### config.mk
export PLATFORM = sky130hd
export DESIGN_NAME = edge_detect_mc
export DESIGN_NICKNAME = d
export VERILOG_FILES = /design/src/rtl/edge_detect_pkg.sv /design/src/rtl/edge_detect_chan.sv /design/src/rtl/edge_detect_mc.sv
export SDC_FILE = /design/constraint.sdc
export NUM_CORES = 1
export LEC_CHECK = 0
export ABC_AREA = 1
export BUFFER_PORTS_ARGS = -buffer_cell sky130_fd_sc_hd__buf_2
export CAP_MARGIN = 10
export CELL_PAD_IN_SITES_DETAIL_PLACEMENT = 1
export CELL_PAD_IN_SITES_GLOBAL_PLACEMENT = 1
export CORE_MARGIN = 2
export CORE_UTILIZATION = 32
export DETAILED_ROUTE_END_ITERATION = 8
export PLACE_DENSITY = 0.78
export REMOVE_ABC_BUFFERS = 1
export SLEW_MARGIN = 20
export SYNTH_ARGS = -nofsm -noshare
export SYNTH_HDL_FRONTEND = slang
export SYNTH_HIERARCHICAL = 1
export SYNTH_SLANG_ARGS = --single-unit
### constraint.sdc
create_clock -name clk -period 1.3 [get_ports clk]
set_clock_uncertainty 0.2 [all_clocks]
set_input_delay 0.065 -clock clk [delete_from_list [all_inputs] [get_ports clk]]
set_output_delay 0.065 -clock clk [all_outputs]
set_load 0.01 [all_outputs]
### src/rtl/edge_detect_pkg.sv
// Shared mode encodings and edge-qualification helper for the multi-channel edge detector.
package edge_detect_pkg;

  typedef logic [1:0] mode_t;

  localparam mode_t MODE_OFF  = 2'b00;
  localparam mode_t MODE_RISE = 2'b01;
  localparam mode_t MODE_FALL = 2'b10;
  localparam mode_t MODE_BOTH = 2'b11;

  // new_level is the value level takes on; bit 0 of the mode enables rises, bit 1 falls.
  function automatic logic edge_hit(input mode_t mode, input logic new_level);
    return (new_level & mode[0]) | (~new_level & mode[1]);
  endfunction

endpackage

### src/rtl/edge_detect_chan.sv
// One channel: synchroniser, optional debounce (EDGE_DETECT_MC_DEBOUNCE_EN), edge qualification, pending flag.
module edge_detect_chan
  import edge_detect_pkg::*;
#(
  parameter int   SYNC_STAGES = 2,
  parameter int   DEB_CYCLES  = 4,
  parameter logic RST_LEVEL   = 1'b1
) (
  input  logic  clk,
  input  logic  rst,
  input  logic  in,
  input  mode_t mode,
  input  logic  clr,
  output logic  level,
  output logic  pulse,
  output logic  pending
);

  logic [SYNC_STAGES-1:0] sync;
  logic                   s;
  logic                   upd;
  logic                   hit;

  assign s = sync[SYNC_STAGES-1];

  always_ff @(posedge clk) begin
    if (rst) begin
      sync <= {SYNC_STAGES{RST_LEVEL}};
    end else begin
      sync <= {sync[SYNC_STAGES-2:0], in};
    end
  end

`ifdef EDGE_DETECT_MC_DEBOUNCE_EN
  localparam int CW = (DEB_CYCLES > 1) ? $clog2(DEB_CYCLES) : 1;

  logic [CW-1:0] cnt;

  // Any cycle where s agrees with level restarts the stability count.
  assign upd = (s != level) && (cnt == CW'(DEB_CYCLES - 1));

  always_ff @(posedge clk) begin
    if (rst) begin
      cnt <= '0;
    end else if ((s == level) || upd) begin
      cnt <= '0;
    end else begin
      cnt <= cnt + 1'b1;
    end
  end
`else
  // Without the counter level follows s every cycle; DEB_CYCLES has no effect.
  assign upd = (s != level) && (DEB_CYCLES > 0);
`endif

  assign hit = upd & edge_hit(mode, s);

  always_ff @(posedge clk) begin
    if (rst) begin
      level   <= RST_LEVEL;
      pulse   <= 1'b0;
      pending <= 1'b0;
    end else begin
      if (upd) begin
        level <= s;
      end
      pulse   <= hit;
      pending <= hit | (pending & ~clr);
    end
  end

endmodule

### src/rtl/edge_detect_mc.sv
// Multi-channel edge detector top: per-channel instances plus the irq OR.
// Debounce is built only when EDGE_DETECT_MC_DEBOUNCE_EN is defined.
module edge_detect_mc
  import edge_detect_pkg::*;
#(
  parameter int   CH          = 4,
  parameter int   SYNC_STAGES = 2,
  parameter int   DEB_CYCLES  = 4,
  parameter logic RST_LEVEL   = 1'b1
) (
  input  logic            clk,
  input  logic            rst,
  input  logic [CH-1:0]   in,
  input  logic [2*CH-1:0] mode,
  input  logic [CH-1:0]   clr,
  output logic [CH-1:0]   level,
  output logic [CH-1:0]   pulse,
  output logic [CH-1:0]   pending,
  output logic            irq
);

  for (genvar i = 0; i < CH; i++) begin : g_chan
    edge_detect_chan #(
      .SYNC_STAGES(SYNC_STAGES),
      .DEB_CYCLES (DEB_CYCLES),
      .RST_LEVEL  (RST_LEVEL)
    ) u_chan (
      .clk    (clk),
      .rst    (rst),
      .in     (in[i]),
      .mode   (mode_t'(mode[2*i +: 2])),
      .clr    (clr[i]),
      .level  (level[i]),
      .pulse  (pulse[i]),
      .pending(pending[i])
    );
  end

  assign irq = |pending;

endmodule

==> results.toml, run 1 <==
[floorplanning]
fp.coreArea_sq_um = 1940
start_util_pct = 33.6
die_y_um = 49.1
row_count = 16
die-area_sq_um = 2410
die_w_um = 49.1
ioPinCount = 31

[power]
p_int_mw = 0.819
p_sw_mw = 0.224
p_per_area_nw_per_um2 = 1010
clkPwrFrac_pct = 26.2
combPwrFrac_pct = 12.0
sw_frac_of_total_pct = 21.5
seqPwrFrac_pct = 61.8
leakage_nw = 0.605
ir_worst_vdd_v = 0.000612

[layout]
final_nets = 145
syn2layout_area_growth_pct = 57.8
drive_gt1_share_pct = 29.6
antennaDiodeCount = 0
post-route-cell-area_sq_um = 1030

[routing]
drc_errors = 0
wl_mm = 1.44
met1Wirelength_um = 573
drtIter0Drc = 4
ant_nets = 0
vias = 615
first_pass_iters = 2
route.met3.wl_um = 77
dr_wl_met2_um = 789
via_per_inst = 4.05
dr.max_layer_used = "met3"
wl_per_cell_um = 9.47

[run]
drv_cap = 0

[logic_synthesis]
synthDistinctLibCells = 8
async_flop_share_pct = 0
ys_seq_area_share_pct = 61.4
synthTopCellsByCount = "dfxtp_1 (20), nand2_1 (17), inv_1 (16), nand3_1 (8)"
synth_edf_count = 0
syn_area_sq_um = 652
yosysMostFrequentCell = "dfxtp_1"
yosys_warnings = 6
avgSynthCellArea_sq_um = 8.69
ys_top_cells_by_area = "dfxtp_1 (61%), nand2_1 (9.8%), inv_1 (9.2%)"
synthCells = 75
ys_ff_latch = 20
yosys.area.top_type = "dfxtp_1"
yosysTopAreaCellShare_pct = 61.4
synth_ff_type = "dfxtp_1"

[worst_setup_path]
rr_worst_depth = 5
crit_type = "flop to output pin"
worstPathArrival_ns = 0.93
crit_required_ns = 1.03
critical_path.startpoint_type = "flop"
crit_fanout = 3
critPathCaptureType = "output pin"
regToRegSetupSlack_ns = 0.33

[cts]
root_buffer = "clkbuf_4"
cts_buffers = 3
cts_tree = "done"
cts-resized-gates = 0
cts-htree-levels = 1
clkTransAtPathRegs_ns = 0.10
clkSinkCount = 20
clock_path_buffers = 2
postCtsSetupRepairBufs = 0
clk_latency_ns = 0.28

[grt]
grt_max_degree = 13
grt_usage_pct = 13.6
grt_overflow = 0
grt_pass1_wl_mm = 2.51
first_global_vias = 626
antenna_found_initial = 0

[run_status]
status = "completed"

[timing]
worst_pin_slew_ns = 0.176
rsz0062_at_grt = "no"
min_period_ns = 1.20
slew_headroom_pct = 88.3
tns_ns = 0
period_share_pct = 92.3
slew_violations = 0
setup_viol = 0
hold_viol_final = 0
max_freq_mhz = 833

[placed_design]
placed_cell_area_sq_um = 836
place_congestion = 0.700
hpwlAfterDp_mm = 1.04
numPortBuffers = 30

[min_path]
min_path_type = "flop to flop"
min_path_cells = 1
## metrics by stage
step	utilization (%)	setup WS (ns)	instances	power (mW)	hold slack, ns
after detailed placement	43.0	0.349	132	0.745	0.0562
after floorplan	-	0.366	75	0.695	-0.0352
after CTS	53.0	0.0680	152	1.06	0.215
final	53.0	0.100	152	1.04	0.213
after global placement	43.0	0.377	132	0.742	0.0506
after global routing	53.0	0.00586	152	1.10	0.231
## cell type report
cell class / instances / area, sq um
sequential: 20 / 400
fill: 245 / 913
clock buffer: 3 / 22.5
multi-input combinational: 39 / 191
timing repair buffer: 47 / 320
tap: 27 / 33.8
inverter: 16 / 60.1
## routing by layer
| layer | global-route usage, % | vias to the layer above |
|---|---|---|
| li1 | - | 321 |
| met1 | 14.5 | 275 |
| met2 | 25.5 | 19 |
| met3 | 2.76 | 0 |
| met4 | 5.71 | 0 |
| met5 | 0 | - |
## timing repair
action	in CTS	in global routing
endpoints found under the setup margin	0	0
hold endpoints to repair	20	0
hold buffers	17	0
## kinds of logic after synthesis
| logic type | synth area share, % |
|---|---|
| and+or+nand+nor | 29.4 |
| DFF | 61.4 |
| buffers and inverters | 9.21 |
## power by group through the flow
stage               clock [mW]  sequential (mW)  combinational [mW]
floorplan                    0            0.663              0.0324
global placement             0            0.658              0.0838
detailed placement           0            0.659              0.0862
CTS                      0.292            0.645               0.125
global route             0.307            0.648               0.140
finish                   0.273            0.645               0.125
## worst max-delay path: stages, from the launching register on
cell and delay [ns]:
dfxtp_1 0.34, nor2_1 0.12, nand2_1 0.06, buf_2 0.14
## final timing paths
path / start / to
worst max-delay path: g_chan[1].u_chan/pending / irq
worst min-delay path: g_chan[3].u_chan/sync[0] / g_chan[3].u_chan/sync[1]
worst max register to register: g_chan[1].u_chan/level / g_chan[1].u_chan/pending
worst min register to register: g_chan[3].u_chan/sync[0] / g_chan[3].u_chan/sync[1]
## cells in the final DEF, fill, tap and decap left out
cell type	Yosys	layout
buf_2	0	30
clkbuf_4	0	3
dfxtp_1	20	20
dlygate4sd3_1	0	17
inv_1	16	16
nand2_1	17	17
nand3_1	8	8
nand3b_1	4	4
nor2_1	2	2
or2_1	4	4
or2_2	4	4
## state kept, by name (all words and copies together), names as in the netlist
name,flops
g_chan.u_chan/pending,4
g_chan.u_chan/sync,8
g_chan.u_chan/pulse,4
g_chan.u_chan/level,4
Note: power is estimated with default switching activity, not from simulation.
==> inputs of run 2 (changes only) <==
- SETUP_SLACK_MARGIN: default -> 0.2
==> results.toml, run 2 (synthesis gave the netlist of run 1 again) <==
[cts]
clkSinkCount = 20
cts_buffers = 3
root_buffer = "clkbuf_4"
clock_path_buffers = 2
cts-htree-levels = 1
clk_latency_ns = 0.28
clkTransAtPathRegs_ns = 0.10
cts_tree = "done"

[worst_setup_path]
crit_buf_inv = 1
crit_type = "flop to output pin"
critPathMaxStageDelay_ns = 0.34
critPathCaptureType = "output pin"
slowest_stage = "dfxtp_2"
path_delay_family = "flip-flops"
crit_fanout = 2
worstPathCellList = "nor2_2 -> nand2_1 -> buf_2"
worstPathArrival_ns = 0.91
critical_path.startpoint_type = "flop"
crit_required_ns = 1.03
regToRegSetupSlack_ns = 0.33

[run]
drv_cap = 0

[power]
sw_frac_of_total_pct = 21.4
seqPwrFrac_pct = 61.3
clkPwrFrac_pct = 25.9
p_sw_mw = 0.226
p_per_area_nw_per_um2 = 974
ir_worst_vdd_v = 0.000705
p_int_mw = 0.829
leakage_nw = 0.627
combPwrFrac_pct = 12.8

[layout]
regMostFlops = "g_chan.u_chan/sync"
largest_register_ffs = 8
syn2layout_area_growth_pct = 66.0
drive_gt1_share_pct = 37.5
utilization_pct = 55.7
final_cell_mix = "buf_2 (27), nand2_1 (17), dlygate4sd3_1 (17), inv_1 (16), dfxtp_1 (14)"
final_nets = 148
antennaDiodeCount = 0
final_common_cell = "buf_2"

[floorplanning]
die_w_um = 49.1
ioPinCount = 31
die_y_um = 49.1
fp.coreArea_sq_um = 1940
row_count = 16
die-area_sq_um = 2410
start_util_pct = 33.6

[grt]
grt_overflow = 0
grt_usage_pct = 13.5
grt_max_degree = 13
grt_pass1_wl_mm = 2.49
first_global_vias = 632
antenna_found_initial = 0

[placed_design]
place_congestion = 0.700
numPortBuffers = 30
hpwlAfterDp_mm = 1.04

[routing]
via_per_inst = 4.05
met1Wirelength_um = 578
wl_mm = 1.44
ant_nets = 0
drc_errors = 0
wl_per_cell_um = 9.30
dr.max_layer_used = "met3"
route.met3.wl_um = 77
drtIter0Drc = 1
dr_wl_met2_um = 787
vias = 627
first_pass_iters = 2

[timing]
max_freq_mhz = 851
setup_viol = 0
tns_ns = 0
min_period_ns = 1.18
worst_pin_slew_ns = 0.104
slew_violations = 0
rsz0062_at_grt = "yes"
slew_headroom_pct = 93.1
hold_viol_final = 0
period_share_pct = 90.4

[run_status]
status = "completed"

[min_path]
min_path_type = "flop to flop"
[run 2: changes by cell type in the layout (fill, tap and decap cells not counted), sizes merged]
cell / before / now
buf: 30 / 33
[run 2: stage by stage]
stage / total power [mW] / hold slack (ns) / cell area (sq um) / setup slack [ns] / std cells
2_1_floorplan: 0.695 / -0.0352 / 652 / 0.366 / 75
3_3_place_gp: 0.742 / 0.0506 / 836 / 0.377 / 132
3_5_place_dp: 0.745 / 0.0562 / 836 / 0.349 / 132
4_1_cts: 1.07 / 0.215 / 1050 / 0.102 / 154
5_1_grt: 1.11 / 0.231 / 1080 / 0.0640 / 155
6_report: 1.05 / 0.215 / 1080 / 0.124 / 155
[run 2: repair_timing]
item / CTS / global route
gates cloned: 0 / 0
endpoints found under the hold margin: 20 / 0
setup buffers: 2 / 1
endpoints found under the setup margin: 1 / 15
resized for setup: 5 / 8
hold buffers: 17 / 0
[run 2: layer usage]
metal  vias to the layer above  GRT usage [%]
li1                        329              -
met1                       279           14.5
met2                        19           25.0
met3                         0           2.76
met4                         0           5.71
met5                         -              0
[run 2: worst register-to-register path, stage by stage, from the launching register on]
cell	delay, ns
dfxtp_2	0.34
buf_6	0.11
buf_4	0.12
nand3b_1	0.07
nand2_1	0.05
[run 2: power by group through the flow]
stage / Clock [mW] / Sequential, mW / Combinational [mW]
6_report: 0.274 / 0.646 / 0.135
5_1_grt: 0.307 / 0.650 / 0.151
4_1_cts: 0.292 / 0.646 / 0.130
3_5_place_dp: 0 / 0.659 / 0.0862
3_3_place_gp: 0 / 0.658 / 0.0838
2_1_floorplan: 0 / 0.663 / 0.0324
[run 2: cell type report]
cell class,count,area [sq um]
Clock buffer,3,22.5
Inverter,16,60.1
Multi-Input combinational cell,39,196
Tap cell,27,33.8
Sequential cell,20,408
Fill cell,241,860
Timing Repair Buffer,50,362
[run 2: final timing paths]
path | from | to | cells after the start
max | g_chan[1].u_chan/pending | irq | 3
min | g_chan[0].u_chan/sync[0] | g_chan[0].u_chan/sync[1] | 1
max reg2reg | g_chan[3].u_chan/pending | g_chan[3].u_chan/pending | 4
min reg2reg | g_chan[0].u_chan/sync[0] | g_chan[0].u_chan/sync[1] | 1
